`config.mk`:
```
export PLATFORM = sky130hd
export DESIGN_NAME = rca_issue_ctrl
export DESIGN_NICKNAME = d
export VERILOG_FILES = /design/src/rtl/rca_pkg.sv /design/src/rtl/rca_settle_timer.sv /design/src/rtl/rca_issue_ctrl.sv
export SDC_FILE = /design/constraint.sdc
export NUM_CORES = 1
export LEC_CHECK = 0
export CORE_MARGIN = 5
export CORE_UTILIZATION = 38
export CTS_CLUSTER_DIAMETER = 200
export CTS_CLUSTER_SIZE = 14
export DETAILED_ROUTE_END_ITERATION = 6
export GPL_TIMING_DRIVEN = 0
export PLACE_DENSITY = 0.87
export REMOVE_ABC_BUFFERS = 1
export SLEW_MARGIN = 0
export SYNTH_ARGS = -nofsm -noshare
export SYNTH_HDL_FRONTEND = slang
export SYNTH_SLANG_ARGS = --single-unit
```
`constraint.sdc`:
```
create_clock -name clk -period 2.18 [get_ports clk]
set_input_delay 0.436 -clock clk [delete_from_list [all_inputs] [get_ports clk]]
set_output_delay 0.436 -clock clk [all_outputs]
set_load 0.05 [all_outputs]
```
`src/rtl/rca_pkg.sv`:
```
// Shared definitions for the ripple-carry adder wrapper and its issue stage.
package rca_pkg;

    // Operand width of the gate-level ripple-carry adder.
    localparam int RCA_WIDTH          = 16;
    // Settle time that covers the worst-case carry ripple of the adder.
    localparam int RCA_SETTLE_DEFAULT = 64;

    // Issue-stage control states.
    typedef enum logic [1:0] {
        IDLE   = 2'd0,
        SETTLE = 2'd1,
        HOLD   = 2'd2
    } state_t;

    // Two's-complement overflow: both operands share a sign and the sum does not.
    function automatic logic signed_ovf(input logic a_msb, input logic b_msb, input logic s_msb);
        return (a_msb == b_msb) && (s_msb != a_msb);
    endfunction

endpackage

```
`src/rtl/rca_settle_timer.sv`:
```
// Settle down-counter: loads a cycle count, decrements to zero and holds there.
// done is high whenever the count is zero.
module rca_settle_timer #(
    parameter int CNT_W = 8
) (
    input  logic             clk,
    input  logic             rst,
    input  logic             load,
    input  logic [CNT_W-1:0] load_val,
    output logic             done
);

    logic [CNT_W-1:0] count;

    // Load on request, otherwise count down and saturate at zero.
    always_ff @(posedge clk or posedge rst) begin
        // NOTE: non-blocking assignments so every flop samples pre-edge values.
        if (rst) begin
            count <= '0;
        end else if (load) begin
            count <= load_val;
        end else if (count != '0) begin
            count <= count - 1'b1;
        end
    end

    assign done = (count == '0);

endmodule

```
`src/rtl/rca_issue_ctrl.sv`:
```
// Issue stage around the ripple-carry adder: registers operands onto the adder
// inputs, waits SETTLE_CYCLES for the carry chain to resolve, captures the
// result and hands it downstream over valid/ready.
// Optional build macro RCA_ISSUE_SUB_EN adds subtraction (in_sub) and a
// signed-overflow flag (out_ovf).
module rca_issue_ctrl
    import rca_pkg::*;
#(
    parameter int WIDTH         = RCA_WIDTH,
    parameter int SETTLE_CYCLES = RCA_SETTLE_DEFAULT,
    parameter int CNT_W         = 8
) (
    input  logic             clk,
    input  logic             rst,
    input  logic             in_valid,
    output logic             in_ready,
    input  logic [WIDTH-1:0] in_a,
    input  logic [WIDTH-1:0] in_b,
    input  logic             in_cin,
    output logic [WIDTH-1:0] add_a,
    output logic [WIDTH-1:0] add_b,
    output logic             add_cin,
    input  logic [WIDTH-1:0] add_sum,
    input  logic             add_cout,
    output logic             out_valid,
    input  logic             out_ready,
    output logic [WIDTH-1:0] out_sum,
    output logic             out_cout,
    output logic             busy
`ifdef RCA_ISSUE_SUB_EN
    ,
    input  logic             in_sub,
    output logic             out_ovf
`endif
);

    // Counter reload value: capture lands SETTLE_CYCLES edges after accept.
    localparam logic [CNT_W-1:0] SETTLE_LOAD = CNT_W'(SETTLE_CYCLES - 1);

    state_t state;
    state_t state_next;
    logic   accept;
    logic   capture;
    logic   timer_done;

    assign accept  = in_valid & in_ready;
    assign capture = (state == SETTLE) & timer_done;

    rca_settle_timer #(
        .CNT_W (CNT_W)
    ) u_timer (
        .clk      (clk),
        .rst      (rst),
        .load     (accept),
        .load_val (SETTLE_LOAD),
        .done     (timer_done)
    );

    // State register.
    always_ff @(posedge clk or posedge rst) begin
        if (rst) begin
            state <= IDLE;
        end else begin
            state <= state_next;
        end
    end

    // Next-state logic; a HOLD handshake with a new offer goes straight to SETTLE.
    always_comb begin
        // NOTE: default assignment first so no path through the case infers a latch.
        state_next = state;
        case (state)
            IDLE:    if (accept) state_next = SETTLE;
            SETTLE:  if (timer_done) state_next = HOLD;
            HOLD:    if (out_ready) state_next = in_valid ? SETTLE : IDLE;
            default: state_next = IDLE;
        endcase
    end

    // Handshake and status outputs decoded from the state; in_ready is held low during reset.
    always_comb begin
        in_ready  = ~rst & ((state == IDLE) | ((state == HOLD) & out_ready));
        out_valid = (state == HOLD);
        busy      = (state != IDLE);
    end

    // Operand registers: change only on accept, stable through SETTLE and HOLD.
    always_ff @(posedge clk or posedge rst) begin
        if (rst) begin
            add_a   <= '0;
            add_b   <= '0;
            add_cin <= 1'b0;
        end else if (accept) begin
            add_a <= in_a;
`ifdef RCA_ISSUE_SUB_EN
            // Subtraction as a + ~b + 1; cout then reads as no-borrow.
            add_b   <= in_sub ? ~in_b : in_b;
            add_cin <= in_sub ? 1'b1 : in_cin;
`else
            add_b   <= in_b;
            add_cin <= in_cin;
`endif
        end
    end

    // Result registers: loaded on capture only, never cleared by the handshake.
    always_ff @(posedge clk or posedge rst) begin
        if (rst) begin
            out_sum  <= '0;
            out_cout <= 1'b0;
        end else if (capture) begin
            out_sum  <= add_sum;
            out_cout <= add_cout;
        end
    end

`ifdef RCA_ISSUE_SUB_EN
    // Signed overflow of the captured operation, taken from the adder's own inputs.
    always_ff @(posedge clk or posedge rst) begin
        if (rst) begin
            out_ovf <= 1'b0;
        end else if (capture) begin
            out_ovf <= signed_ovf(add_a[WIDTH-1], add_b[WIDTH-1], add_sum[WIDTH-1]);
        end
    end
`endif

endmodule

```
==> key figures <==
STA
  • Slew headroom: 0.623
  • Worst Tran Pin Value: 0.564 ns
  • RSZ-0062 raised after global routing: false
  • Fmax: about 470 MHz
  • Hold_ws: between 0.4 and 0.5 ns
  • Clk_skew: about 0.011 ns
  • Period minus WS final: 2.12 ns
  • Count of final hold-check violations: 0
  • Finish-stage setup viols: 0
  • Fin crit share: 0.971
  • Final slew viol count: 0

Logic synthesis
  • Post-synth EDFFs: 0
  • Area contributors post-synth: dfrtp_1 60%, mux2_2 19%, mux2_4 5.4%, o21ai_0 1.4%, o211ai_1 1.2%
  • Share of the synthesized area in the top cell type: 0.604
  • Synth warn: 0
  • Yosys cell types: 33
  • Post-synth top cells: 60 x dfrtp_1, 42 x mux2_2, 9 x mux2_4, 7 x o21ai_0, 5 x inv_1
  • Fraction of registers with async set/reset: 1.00
  • #FFs+latches synth: 60
  • Top-count cell post-synth: dfrtp_1
  • Mean Syn Cell Area: around 15 sq um
  • Top_reg_cell synth: dfrtp_1
  • Register area share after synthesis: 0.604
  • Syn Inst Count: 171
  • Area leader, netlist: dfrtp_1
  • Post-synthesis cell area: 2490 sq um

Drt
  • Vias after detailed routing: around 1.8k
  • DRC: 0
  • Vias per inst: 4.93
  • Routed WL per cell: approximately 16 microns
  • Total Wirelength: 5.89 mm
  • Drt initial violations: 68
  • Routed Antenna Nets: 0
  • 1st-pass router iterations: 4

Clock tree
  • Clk_lat worst skew: between 0.3 and 0.4 ns
  • CTS root buf: clkbuf_8
  • Clock sink count: 60
  • Clock transition at path regs: 0.07 ns
  • CTS tree: built
  • H-tree lvl count: 3
  • CTS max path bufs: 2
  • Post-CTS setup buffers: 0
  • Total CTS buffers: 9
  • Hold Buf Count CTS: 0

Critical path
  • Slowest-stage cell, CP: or4_1
  • Critical Path RT: ~2.4 ns
  • Cell Chain, Critical Path: or4_1 > or3_4 > mux2_4
  • R2r setup slk: ~0.064 ns
  • Setup crit end kind: flip-flop
  • Top delay family on crit path: simple AND/OR/NAND/NOR gates
  • CP Launch Type: flip-flop
  • CP Data Arrival Time: 2.33 ns
  • Reg2reg start: u_timer.count[4]
  • Capturing point of the worst reg2reg path: out_sum[0]
  • Worst Reg-to-Reg Cells: 3
  • Critical path fanouts, max: 18
  • Setup Crit Path Kind: flip-flop to flip-flop
  • Worst path buffer plus inverter count: 0
  • Largest stage delay, worst path: 0.68 ns

Worst hold path
  • Worst hold path class: input port to async pin

Die
  • Die height: 90.9 microns
  • Die area: 8260 sq um
  • Starting Density: 0.392
  • Floorplan core area: ~6300 sq um
  • Die Wd: 90.9 microns
  • # IOs: between 100 and 150
  • Rows: 29

Layout
  • Share of cells above drive strength 1: 0.269
  • Layout fillers: around 500
  • Multi-input gate area: slightly above 900 sq um
  • Register area: ~1500 sq um
  • Diode count: 0
  • Area growth syn-to-layout: 55.4%
  • Layout net count: 337

Global routing
  • Vias in the first global route: 2031
  • First-pass GRT wire length: 9.80 mm
  • Initial antenna violation count: 0
  • GRT Util Overall: 0.148
  • Global route overflow: 0
  • Largest net degree at the start of global routing: 40

Job
  • Maximum Capacitance Violations: 0

Power and ir drop
  • Max VDD drop: 1.07 mV
  • Power Total: 6.88 mW
  • Cell Pwr Density: 1780 nW/um^2
  • Static Leak: 1.64 nW

Placement
  • GP Congestion: 0.787
  • DP HPWL: roughly 4.5 mm
  • Port bufs: approximately 110

Status
  • Status: complete, no violations
-- worst max path at each step --
| stage | start | to | cells after the start |
|---|---|---|---|
| finish | u_timer.count[4] | out_sum[0] | 3 |
| global route | rst | add_a[3] | 5 |
| CTS | state[0] | out_valid | 2 |
| detailed placement | u_timer.count[0] | out_sum[5] | 5 |
| global placement | out_ready | add_a[1] | 4 |
| floorplan | u_timer.count[0] | out_sum[0] | 5 |
-- cells in the final DEF (no fill, tap or decap), types with 3 or more instances in the layout --
cell / n
clkdlybuf4s50_1: 103
dfrtp_1: 60
mux2_2: 42
mux2_4: 9
clkbuf_8: 9
o21ai_0: 7
o211ai_1: 4
inv_1: 4
nor3_1: 3
nand3_1: 3
-- report_power, final --
part | internal [mW] | switching [mW] | total (mW)
Clock | 0.644 | 0.448 | 1.09
Combinational | 1.44 | 2.35 | 3.78
Sequential | 1.66 | 0.340 | 2.00
-- cells by family (layout without fill, tap and decap cells) --
family	after synthesis	in the layout	share of synthesized area
compound gates	19	19	0.0493
simple gates	25	25	0.0604
buf+inv	14	129	0.0317
fa+ha+maj	2	2	0.0101
flops	60	60	0.604
mux	51	51	0.245
-- through the flow --
stage | worst slack, ns | instance area, sq um | TNS, ns | utilization | cells
5_1_grt | 0.00824 | 3860 | 0 | 0.608 | 363
4_1_cts | 0.0144 | 3860 | 0 | 0.608 | 363
3_3_place_gp | -1.12 | 3580 | -101.12 | 0.564 | 345
2_1_floorplan | -0.135 | 2430 | -2.91 | - | 162
3_5_place_dp | -0.376 | 3640 | -11.87 | 0.573 | 347
6_report | 0.0640 | 3860 | 0 | 0.608 | 363
-- layer usage --
layer	track usage	share of wire
met3	0.0658	0.078
met5	0	0
met2	0.260	0.54
met1	0.156	0.37
met4	0.0538	0.013
-- registers in the layout, indices dropped and copies added (netlist names) --
| signal | flops |
|---|---|
| out_cout | 1 |
| add_cin | 1 |
| u_timer.count | 8 |
| add_b | 16 |
| state | 2 |
| add_a | 16 |
| out_sum | 16 |
-- final cells by class --
cell class              instances  share of cell area
flip-flops and latches         60               0.389
multi-input cells              97               0.238
clock buffers                  10              0.0330
repair buffers                108               0.288
well taps                      77              0.0249
clock inverters                 6              0.0230
inverters                       5             0.00486
-- what timing repair did --
| action | CTS | global route |
|---|---|---|
| pin swaps | 1 | 0 |
| endpoints found under the setup margin | 20 | 1 |
| gates resized for setup | 7 | 1 |
Note: power is estimated with default switching activity, not from simulation.
